**config.mk**
```make
export PLATFORM = sky130hd
export DESIGN_NAME = twowire_dtm_cmd_engine_flat
export DESIGN_NICKNAME = d
export VERILOG_FILES = /design/src/rtl/twowire_dtm_cmd_engine_pkg.sv /design/src/rtl/twowire_dtm_cmd_engine_if.sv /design/src/rtl/twowire_dtm_cmd_engine_bus_master.sv /design/src/rtl/twowire_dtm_cmd_engine.sv /design/src/flat_wrapper.sv
export SDC_FILE = /design/constraint.sdc
export NUM_CORES = 1
export LEC_CHECK = 0
export BUFFER_PORTS_ARGS = -buffer_cell sky130_fd_sc_hd__buf_2
export CAP_MARGIN = 20
export CORE_ASPECT_RATIO = 0.7
export CORE_MARGIN = 1.5
export CORE_UTILIZATION = 35
export CTS_CLUSTER_DIAMETER = 150
export CTS_CLUSTER_SIZE = 8
export DETAILED_ROUTE_END_ITERATION = 8
export GPL_TIMING_DRIVEN = 0
export PLACE_DENSITY = 0.54
export SLEW_MARGIN = 10
export SYNTH_ARGS = -nofsm -noshare
export SYNTH_HDL_FRONTEND = slang
export SYNTH_SLANG_ARGS = --single-unit
```
**constraint.sdc**
```tcl
create_clock -name dck -period 2.6 [get_ports dck]
set_clock_uncertainty 0.2 [all_clocks]
set_input_delay 0.52 -clock dck [delete_from_list [all_inputs] [get_ports dck]]
set_output_delay 0.52 -clock dck [all_outputs]
set_load 0.01 [all_outputs]
```
**src/rtl/twowire_dtm_cmd_engine_pkg.sv**
```systemverilog
// twowire_dtm_cmd_engine_pkg: command codes, CSR layout and shared types for the DTM command engine
package twowire_dtm_cmd_engine_pkg;
   localparam logic [3:0] CMD_DISCONNECT = 4'h0;
   localparam logic [3:0] CMD_R_IDCODE   = 4'h1;
   localparam logic [3:0] CMD_R_CSR      = 4'h2;
   localparam logic [3:0] CMD_W_CSR      = 4'h3;
   localparam logic [3:0] CMD_R_ADDR     = 4'h4;
   localparam logic [3:0] CMD_W_ADDR     = 4'h5;
   localparam logic [3:0] CMD_W_DATA     = 4'h6;
   localparam logic [3:0] CMD_R_DATA     = 4'h7;

   localparam int CSR_BUSYERR = 0;
   localparam int CSR_BUSERR  = 1;
   localparam int CSR_BUSY    = 2;
   localparam int CSR_AINCR   = 3;
   localparam logic [3:0] CSR_VERSION = 4'h1;

   localparam int XFER_BITS = 32;
   localparam int DISC_BITS = 8;

   typedef enum logic [1:0] {IDLE, XFER, COMMIT} state_t;
   typedef enum logic {BUS_IDLE, BUS_WAIT} bus_state_t;

   function automatic logic [31:0] csr_pack(input logic busyerr, input logic buserr,
                                            input logic busy, input logic aincr);
      csr_pack = '0;
      csr_pack[31:28] = CSR_VERSION;
      csr_pack[CSR_BUSYERR] = busyerr;
      csr_pack[CSR_BUSERR] = buserr;
      csr_pack[CSR_BUSY] = busy;
      csr_pack[CSR_AINCR] = aincr;
   endfunction
endpackage

```
**src/rtl/twowire_dtm_cmd_engine_if.sv**
```systemverilog
// twowire_dtm_cmd_engine_if: word-access req/ack debug bus between the command engine and the fabric
interface twowire_dtm_cmd_engine_if;
   logic        bus_req;
   logic        bus_write;
   logic [31:0] bus_addr;
   logic [31:0] bus_wdata;
   logic        bus_ack;
   logic        bus_err;
   logic [31:0] bus_rdata;

   modport master (output bus_req, bus_write, bus_addr, bus_wdata,
                   input  bus_ack, bus_err, bus_rdata);
   modport slave  (input  bus_req, bus_write, bus_addr, bus_wdata,
                   output bus_ack, bus_err, bus_rdata);
endinterface

```
**src/rtl/twowire_dtm_cmd_engine_bus_master.sv**
```systemverilog
// twowire_dtm_bus_master: issues one word access at a time, owns ADDR, rbuf and the CSR flags
module twowire_dtm_bus_master
   import twowire_dtm_cmd_engine_pkg::*;
(
   input  logic        dck,
   input  logic        drst_n,
   input  logic        rd_start,
   input  logic        wr_start,
   input  logic [31:0] wr_data,
   input  logic        addr_wr,
   input  logic [29:0] addr_word,
   input  logic        csr_wr,
   input  logic        clr_busyerr,
   input  logic        clr_buserr,
   input  logic        aincr_in,
   output logic [31:0] addr,
   output logic [31:0] rbuf,
   output logic        busyerr,
   output logic        buserr,
   output logic        aincr,
   output logic        busy,
   twowire_dtm_cmd_engine_if.master bus
);
   bus_state_t  state, state_nx;
   logic        write_q;
   logic [31:0] addr_q, wdata_q;
   logic        start, issue, done;

   assign start = rd_start | wr_start;
   assign busy  = state == BUS_WAIT;
   assign issue = start & ~busy & ~busyerr;
   assign done  = busy & bus.bus_ack;

   assign bus.bus_req   = busy;
   assign bus.bus_write = write_q;
   assign bus.bus_addr  = addr_q;
   assign bus.bus_wdata = wdata_q;

   always_comb begin
      state_nx = state;
      if (issue) state_nx = BUS_WAIT;
      else if (done) state_nx = BUS_IDLE;
   end

   // sticky flags: a new set in the same cycle as a W1C clear wins
   always_ff @(posedge dck or negedge drst_n) begin
      if (!drst_n) begin
         state   <= BUS_IDLE;
         write_q <= 1'b0;
         addr_q  <= '0;
         wdata_q <= '0;
         addr    <= '0;
         rbuf    <= '0;
         busyerr <= 1'b0;
         buserr  <= 1'b0;
         aincr   <= 1'b0;
      end else begin
         state <= state_nx;
         if (issue) begin
            write_q <= wr_start;
            addr_q  <= addr;
            if (wr_start) wdata_q <= wr_data;
         end
         if (addr_wr) addr <= {addr_word, 2'b00};
         else if (issue && aincr) addr <= addr + 32'd4;
         if (done && !write_q) rbuf <= bus.bus_rdata;
         busyerr <= (start & ~issue) | (busyerr & ~(csr_wr & clr_busyerr));
         buserr  <= (done & bus.bus_err) | (buserr & ~(csr_wr & clr_buserr));
         if (csr_wr) aincr <= aincr_in;
      end
   end
endmodule

```
**src/rtl/twowire_dtm_cmd_engine.sv**
```systemverilog
// twowire_dtm_cmd_engine: decodes DTM commands, shifts payload bits LSB first, commits writes
module twowire_dtm_cmd_engine
   import twowire_dtm_cmd_engine_pkg::*;
#(
   parameter logic [31:0] IDCODE = 32'h0000_0001,
   parameter int          W_CMD  = 4
) (
   input  logic             dck,
   input  logic             drst_n,
   input  logic             connected,
   input  logic [W_CMD-1:0] cmd,
   input  logic             cmd_vld,
   output logic             cmd_payload_end,
   input  logic             parity_err,
   input  logic             wdata,
   input  logic             wdata_vld,
   output logic             rdata,
   input  logic             rdata_rdy,
   output logic             disconnect_req,
   twowire_dtm_cmd_engine_if.master bus
);
   state_t           state, state_nx;
   logic [W_CMD-1:0] op;
   logic [4:0]       bitcnt;
   logic [31:0]      wsreg, rsreg, src, addr, rbuf;
   logic             go, beat, last, commit;
   logic             busyerr, buserr, aincr, busy;

   function automatic logic is_op(input logic [W_CMD-1:0] c, input logic [3:0] code);
      return c == W_CMD'(code);
   endfunction

   assign go     = cmd_vld & connected;
   assign beat   = wdata_vld | rdata_rdy;
   assign last   = bitcnt == (is_op(op, CMD_DISCONNECT) ? 5'(DISC_BITS - 1) : 5'(XFER_BITS - 1));
   assign commit = (state == COMMIT) & connected & ~parity_err;

   assign cmd_payload_end = (state == XFER) & beat & last;
   assign disconnect_req  = commit & is_op(op, CMD_DISCONNECT);
   assign rdata           = rsreg[0];

   // read source is chosen from the incoming command so it is captured on the cmd_vld edge
   assign src = is_op(cmd, CMD_R_IDCODE) ? IDCODE :
                is_op(cmd, CMD_R_CSR)    ? csr_pack(busyerr, buserr, busy, aincr) :
                is_op(cmd, CMD_R_ADDR)   ? addr :
                is_op(cmd, CMD_R_DATA)   ? rbuf : '0;

   always_comb begin
      state_nx = state;
      if (!connected) state_nx = IDLE;
      else if (cmd_vld) state_nx = XFER;
      else if (cmd_payload_end) state_nx = ^op ? IDLE : COMMIT;
      else if (state == COMMIT) state_nx = IDLE;
   end

   always_ff @(posedge dck or negedge drst_n) begin
      if (!drst_n) state <= IDLE;
      else state <= state_nx;
   end

   always_ff @(posedge dck or negedge drst_n) begin
      if (!drst_n) begin
         op     <= '0;
         bitcnt <= '0;
         wsreg  <= '0;
         rsreg  <= '0;
      end else if (go) begin
         op     <= cmd;
         bitcnt <= '0;
         if (^cmd) rsreg <= src;
      end else if (state == XFER) begin
         if (beat) bitcnt <= bitcnt + 5'd1;
         if (wdata_vld) wsreg <= {wdata, wsreg[31:1]};
         if (rdata_rdy) rsreg <= {1'b0, rsreg[31:1]};
      end
   end

   twowire_dtm_bus_master u_bus_master (
      .dck         (dck),
      .drst_n      (drst_n),
      .rd_start    (go & is_op(cmd, CMD_R_DATA)),
      .wr_start    (commit & is_op(op, CMD_W_DATA)),
      .wr_data     (wsreg),
      .addr_wr     (commit & is_op(op, CMD_W_ADDR)),
      .addr_word   (wsreg[31:2]),
      .csr_wr      (commit & is_op(op, CMD_W_CSR)),
      .clr_busyerr (wsreg[CSR_BUSYERR]),
      .clr_buserr  (wsreg[CSR_BUSERR]),
      .aincr_in    (wsreg[CSR_AINCR]),
      .addr        (addr),
      .rbuf        (rbuf),
      .busyerr     (busyerr),
      .buserr      (buserr),
      .aincr       (aincr),
      .busy        (busy),
      .bus         (bus)
   );
endmodule

```
**src/flat_wrapper.sv**
```systemverilog
// flat-port wrapper written by rule: the top's interface ports become plain ports
module twowire_dtm_cmd_engine_flat import twowire_dtm_cmd_engine_pkg::*;
#(
   parameter logic [31:0] IDCODE = 32'h0000_0001,
   parameter int          W_CMD  = 4
)
  (dck, drst_n, connected, cmd, cmd_vld, cmd_payload_end, parity_err, wdata, wdata_vld, rdata, rdata_rdy, disconnect_req, bus_bus_req, bus_bus_write, bus_bus_addr, bus_bus_wdata, bus_bus_ack, bus_bus_err, bus_bus_rdata);
  twowire_dtm_cmd_engine_if bus_i ();
  input  logic dck;
  input  logic drst_n;
  input  logic connected;
  input  logic [W_CMD-1:0] cmd;
  input  logic cmd_vld;
  output logic cmd_payload_end;
  input  logic parity_err;
  input  logic wdata;
  input  logic wdata_vld;
  output logic rdata;
  input  logic rdata_rdy;
  output logic disconnect_req;
  output wire logic [$bits(bus_i.bus_req)-1:0] bus_bus_req;
  output wire logic [$bits(bus_i.bus_write)-1:0] bus_bus_write;
  output wire logic [$bits(bus_i.bus_addr)-1:0] bus_bus_addr;
  output wire logic [$bits(bus_i.bus_wdata)-1:0] bus_bus_wdata;
  input wire logic [$bits(bus_i.bus_ack)-1:0] bus_bus_ack;
  input wire logic [$bits(bus_i.bus_err)-1:0] bus_bus_err;
  input wire logic [$bits(bus_i.bus_rdata)-1:0] bus_bus_rdata;
  assign bus_bus_req = bus_i.bus_req;
  assign bus_bus_write = bus_i.bus_write;
  assign bus_bus_addr = bus_i.bus_addr;
  assign bus_bus_wdata = bus_i.bus_wdata;
  assign bus_i.bus_ack = bus_bus_ack;
  assign bus_i.bus_err = bus_bus_err;
  assign bus_i.bus_rdata = bus_bus_rdata;
  twowire_dtm_cmd_engine #(.IDCODE(IDCODE), .W_CMD(W_CMD)) u_core (.dck(dck), .drst_n(drst_n), .connected(connected), .cmd(cmd), .cmd_vld(cmd_vld), .cmd_payload_end(cmd_payload_end), .parity_err(parity_err), .wdata(wdata), .wdata_vld(wdata_vld), .rdata(rdata), .rdata_rdy(rdata_rdy), .disconnect_req(disconnect_req), .bus(bus_i));
endmodule
```
# Word-level counts from Yosys, hierarchy flattened
# Index checks and enable logic that the tools add are counted.
# totals
register_bits,208
input_bits,46
output_inout_bits,69
elab_cells,94
# classes
n_addsub,2
n_eq_ne,12
mux,21
bitwise_logic,30
n_reduce_logical,15
# ops
operator,n
two-way mux 32 bit,10
adder 32 x 3 -> 32 bit (second input constant),1
two-way mux 5 bit,4
bitwise AND 1 bit,19
== test 4 x 3 -> 1 bit (second input constant),4
two-way mux 2 bit,5
nonzero test 2 bit,5
== test 4 x 2 -> 1 bit (second input constant),2
XOR reduction 4 bit,2
inverter 1 bit,7
AND reduction 3 bit,2
adder 5 x 1 -> 5 bit (second input constant),1
== test 5 bit,1
== test 4 x 1 -> 1 bit (second input constant),1
zero test 4 bit,1
!= test 4 x 1 -> 1 bit (second input constant),1
OR 1 bit,4
AND reduction 2 bit,2
== test 2 x 1 -> 1 bit (second input constant),1
== test 2 bit (second input constant),1
logical AND 1 bit,2
two-way mux 1 bit,2
!= test 2 bit (second input constant),1
zero test 1 bit,1

# Logic depth before layout (Yosys ltp)
# logic_depth
ltp_word,10
ltp_mapped,9
depth_no_buf,7

# Cells and area by module
# Synthesis repeated with hierarchy kept, for this count alone.
# hier_totals
hier_cells,803
hier_area_um2,9096.2
# by_module_without_submodules
mod,instances,cells_per_inst,area_each_um2,seq_area_each_um2
twowire_dtm_bus_master,1,479,5429.0,3228.1
twowire_dtm_cmd_engine,1,324,3667.3,1876.8

# Worst setup path before layout
# No wires, ideal clock.
# synth_timing
kind,input to register
start,input port cmd[0]
end,register u_core.rsreg[18]
setup_ps,77
arrival_ps,1834
required_ps,2323
setup_slack_ps,489
cell_stages,7
n_path_buf,2
path_cell_list,inv_1 > ha_1 > and3b_1 > clkbuf_1 > clkbuf_1 > a22oi_1 > o21ai_1
# synth_via
elab_chain_cells,7
elab_cells_between_ends,13
classes_between,5 x eq/ne; 6 x mux; 2 x reduce/logical
# synth_rtl
item,line_no,source
from (decl),flat_wrapper.sv:12,input logic [W_CMD-1:0] cmd;
== test 4 x 3 -> 1 bit,twowire_dtm_cmd_engine.sv:30,return c == W_CMD'(code);
two-way mux 32 bit,twowire_dtm_cmd_engine.sv:46,"is_op(cmd, CMD_R_DATA) ? rbuf : '0;"
two-way mux 32 bit,twowire_dtm_cmd_engine.sv:45,"is_op(cmd, CMD_R_ADDR) ? addr :"
two-way mux 32 bit,twowire_dtm_cmd_engine.sv:44,"is_op(cmd, CMD_R_CSR) ? csr_pack(busyerr, buserr, busy, aincr) :"
two-way mux 32 bit,twowire_dtm_cmd_engine.sv:43,"assign src = is_op(cmd, CMD_R_IDCODE) ? IDCODE :"
two-way mux 32 bit,twowire_dtm_cmd_engine.sv:70,if (^cmd) rsreg <= src;
two-way mux 32 bit,twowire_dtm_cmd_engine.sv:67,end else if (go) begin
to (signal assigned),twowire_dtm_cmd_engine.sv:70,
to (signal assigned),twowire_dtm_cmd_engine.sv:74,"if (rdata_rdy) rsreg <= {1'b0, rsreg[31:1]};"
to (decl),twowire_dtm_cmd_engine.sv:25,"logic [31:0] wsreg, rsreg, src, addr, rbuf;"
# Parallel ways exist; a longest one is shown, timed or not. The select of a mux whose other input is x is not followed.
# A chain may end at the register's enable or synchronous reset.

# Worst setup path after layout
# layout_timing
start,register u_core.op[0]
end,output port cmd_payload_end
# layout_via
elab_chain_cells,4
# layout_rtl
item,line_no,source
from (decl),twowire_dtm_cmd_engine.sv:23,logic [W_CMD-1:0] op;
from (signal assigned),twowire_dtm_cmd_engine.sv:68,op <= cmd;
zero test 4 bit,twowire_dtm_cmd_engine.sv:30,
two-way mux 5 bit,twowire_dtm_cmd_engine.sv:35,"assign last = bitcnt == (is_op(op, CMD_DISCONNECT) ? 5'(DISC_BITS - 1) : 5'(XFER_BITS - 1));"
== test 5 bit,twowire_dtm_cmd_engine.sv:35,
bitwise AND 1 bit,twowire_dtm_cmd_engine.sv:38,assign cmd_payload_end = (state == XFER) & beat & last;
to (decl),flat_wrapper.sv:14,output logic cmd_payload_end;
# Every way passes these cells.

==> out/qor.txt <==
run status: complete, no violations
standard-cell row count: 49
# IOs: 115
die extent in x: 196 um
capture endpoint of the worst hold path: u_core.op[3]
fin. max-slew vios: 0
synthesis-to-finish area growth: 20.2%
TritonCTS clock tree: yes
final total negative setup slack: 0 ns
areal power density over the cells: 686 mW/mm2
most frequently used flop master after synthesis: sky130_fd_sc_hd__dfrtp_1
Worst EP arrival: 1.79 ns
worst-path cell chain: inv_1, ha_1, nand2_2, mux2i_1, and4_1, buf_2
total clock buffers created by CTS: 29
Hold Path Cell Cnt: 3
cell types occupying the most area after synthesis: sky130_fd_sc_hd__dfrtp_1 (56%), sky130_fd_sc_hd__mux2_2 (12%), sky130_fd_sc_hd__nand2_1 (6.2%)
element type at the critical path end: output pin
startpoint of the tightest hold check path: cmd[3]
sequential area share after synthesis: 0.560
Detail Route Antenna Nets: 0
relative slew slack: 0.453
asr flop ratio synth: 1.00
IO Port Bufs: 112
Mapped Avg Cell Area: 11.3 um2
number of global-route vias before repair: 6587
Routed WL: 23700 um
Nets: 1019
clock transition at the registers of the reported paths: 0.05 ns
Least-Margin Pin Slew: 0.820 ns
gpl congestion: 0.805
maximum fanout along the worst path: 3
endpoints failing setup: 0
number of synthesized flops with an enable pin: 0
Seq cells post-synth: 204
worst vdd rail ir drop: 0.394 mV
detailed-route via count: 6473
Die Area: 0.0270 mm2
Mapped Cells: 808
fraction of layout cells with a size suffix above 1: 0.296
latest clock arrival within the worst-skew pair: 0.52 ns
HPWL after detailed placement: 16900 um
hold violation count in the final report: 0
yosys synthesis warning count: 0
power consumption: 7.52 mW
Max H-tree Level: 1
Critical Path Slowest Stage Cell: sky130_fd_sc_hd__dfrtp_1
antenna violations before repair: 0
maximum single-stage delay on the critical path: 0.38 ns
Total GRT Usage: 0.177
crit path kind: flip-flop to output pin
Die Span Y: 138 um
Avg WL per Cell: 18.4 um
pin count of the biggest net entering global routing: 106
share of Yosys cell area claimed by the top area cell type: 0.560
startpoint of the lowest-slack register-to-register path: u_core.op[3]
slack of the worst reg-to-reg path: 0.19 ns
overflow left after global routing: 0
Final period util: 0.964
final core utilization: 0.428
starting density of the core: 0.356
leakage: 5.39 nW
highest clock frequency the design can meet: 0.399 GHz
crit path time final: 2.51 ns
Critical Path Start Type: flip-flop
floorplan core area: 0.0256 mm2
via density per instance: 5.02
DRC violations left: 0
leading area contributor after synthesis: sky130_fd_sc_hd__dfrtp_1
cell area after synthesis: 0.00911 mm2
diodes inserted: 0
Yosys cell types: 53
number of iterations in the first detailed-routing pass: 4
required time of the critical path: 1.88 ns
global-route wire length before repair: 37800 um
reg2reg path depth: 8
buffer cell driving the clock tree root: sky130_fd_sc_hd__clkbuf_16
Max Cap Violations: 0
end of the worst register-to-register path: u_core.u_bus_master.addr[30]
detailed router's first-iteration violation count: 364
path type of the worst min-delay path: primary input to flip-flop
TritonCTS sink count: 204
Max clock buf depth: 3
==> flip-flops by register name, summed over array words and instances (netlist names) <==
name and count:
u_core.u_bus_master.bus.bus_addr 30, u_core.op 4, u_core.u_bus_master.bus.bus_write 1, u_core.u_bus_master.rbuf 32, u_core.u_bus_master.aincr 1, u_core.u_bus_master.busyerr 1
u_core.u_bus_master.addr 30, u_core.rsreg 32, u_core.u_bus_master.bus.bus_req 1, u_core.u_bus_master.bus.bus_wdata 32, u_core.state 2, u_core.bitcnt 5
u_core.u_bus_master.buserr 1, u_core.wsreg 32
==> worst max-delay path: cells and delay by family (launching register included) <==
kind          cells  cell delay, ns
fa+ha+maj         1            0.21
flops             1            0.38
buf+inv           2            0.22
simple gates      2            0.29
mux               1            0.16
==> routing by layer <==
metal | global-route usage | vias to the layer above | share of wire
met5 | 0 | - | 0
met4 | 0.0413 | 0 | 0.017
met3 | 0.0327 | 30 | 0.051
met2 | 0.237 | 167 | 0.39
met1 | 0.288 | 3124 | 0.54
li1 | - | 3152 | -
==> what timing repair did <==
| action | in CTS | in global routing |
|---|---|---|
| pin swaps | 1 | 1 |
| hold endpoints to repair | 99 | 0 |
| endpoints found under the setup margin | 1 | 28 |
| hold buffers | 1 | 0 |
| gates resized for setup | 2 | 6 |
| setup buffers | 1 | 4 |
==> cells in the mapped netlist, drive strengths merged (2+ instances only) <==
cell type  number
nor2b           2
xnor2           6
mux2i           3
nand3          13
nand3b          3
buf            26
nand4          23
o2111ai         5
and2            7
nor3            9
dfrtp         204
o21a            3
a221oi          2
nor4b           2
a21oi           9
a22oi          57
mux2           95
and4            8
a31oi           4
nand4b          4
xor2           26
and3            4
o21ai          64
ha             14
nand2         151
or3             2
nor2           15
inv            11
clkbuf         23
nor3b           2
==> final cells by class <==
class                   count  area, um2
plain buffers              49        236
multi-input cells         545       3740
clock inverters             1       30.0
well taps                 331        414
flip-flops and latches    204       5110
fillers                  2483      14700
inverters                  11       41.3
repair buffers            119        658
clock buffers              29        726
==> cell families after synthesis <==
| group | synth area share |
|---|---|
| other cells | 0.000411 |
| simple gates | 0.136 |
| fa+ha+maj | 0.0192 |
| flops | 0.560 |
| mux | 0.121 |
| xor+xnor | 0.0307 |
| compound gates | 0.102 |
| buf+inv | 0.0302 |
==> stage by stage <==
stage / setup slack, ns / area [um2] / std cells / hold WS [ns]
4_1_cts: 0.0390 / 10900 / 1285 / 0.00456
3_3_place_gp: -2.82 / 10100 / 1252 / 0.261
6_report: 0.0937 / 11000 / 1289 / 0.0216
2_1_floorplan: 0.489 / 9120 / 809 / 0.0244
3_5_place_dp: -0.109 / 10100 / 1253 / 0.257
5_1_grt: -0.00280 / 11000 / 1289 / 0.0195
==> power breakdown <==
part | internal (mW) | switching, mW | leakage [nW]
Combinational | 0.294 | 0.277 | 2.25
Clock | 2.03 | 1.26 | 0.372
Sequential | 3.44 | 0.211 | 2.77
==> worst max path at each step <==
stage | endpoint | slack [ns] | from | depth (start not counted)
final | cmd_payload_end | 0.09 | u_core.op[0] | 6
after global placement | u_core.u_bus_master.bus.bus_wdata[21] | -2.82 | drst_n | 1
after CTS | cmd_payload_end | 0.04 | u_core.op[0] | 6
after floorplan | u_core.rsreg[18] | 0.49 | cmd[0] | 7
after detailed placement | u_core.rsreg[27] | -0.11 | cmd[0] | 8
after global routing | cmd_payload_end | -0.003 | u_core.op[0] | 6
==> layout by cell type (no fill, tap or decap), types with 21 or more instances in the layout <==
cell type	n
sky130_fd_sc_hd__nand2_1	150
sky130_fd_sc_hd__mux2_2	95
sky130_fd_sc_hd__a22oi_1	57
sky130_fd_sc_hd__xor2_1	26
sky130_fd_sc_hd__nand4_1	21
sky130_fd_sc_hd__buf_2	130
sky130_fd_sc_hd__clkbuf_16	29
sky130_fd_sc_hd__o21ai_1	49
sky130_fd_sc_hd__clkbuf_1	21
sky130_fd_sc_hd__dfrtp_1	203
No activity file was read; power rests on OpenSTA's default activity.
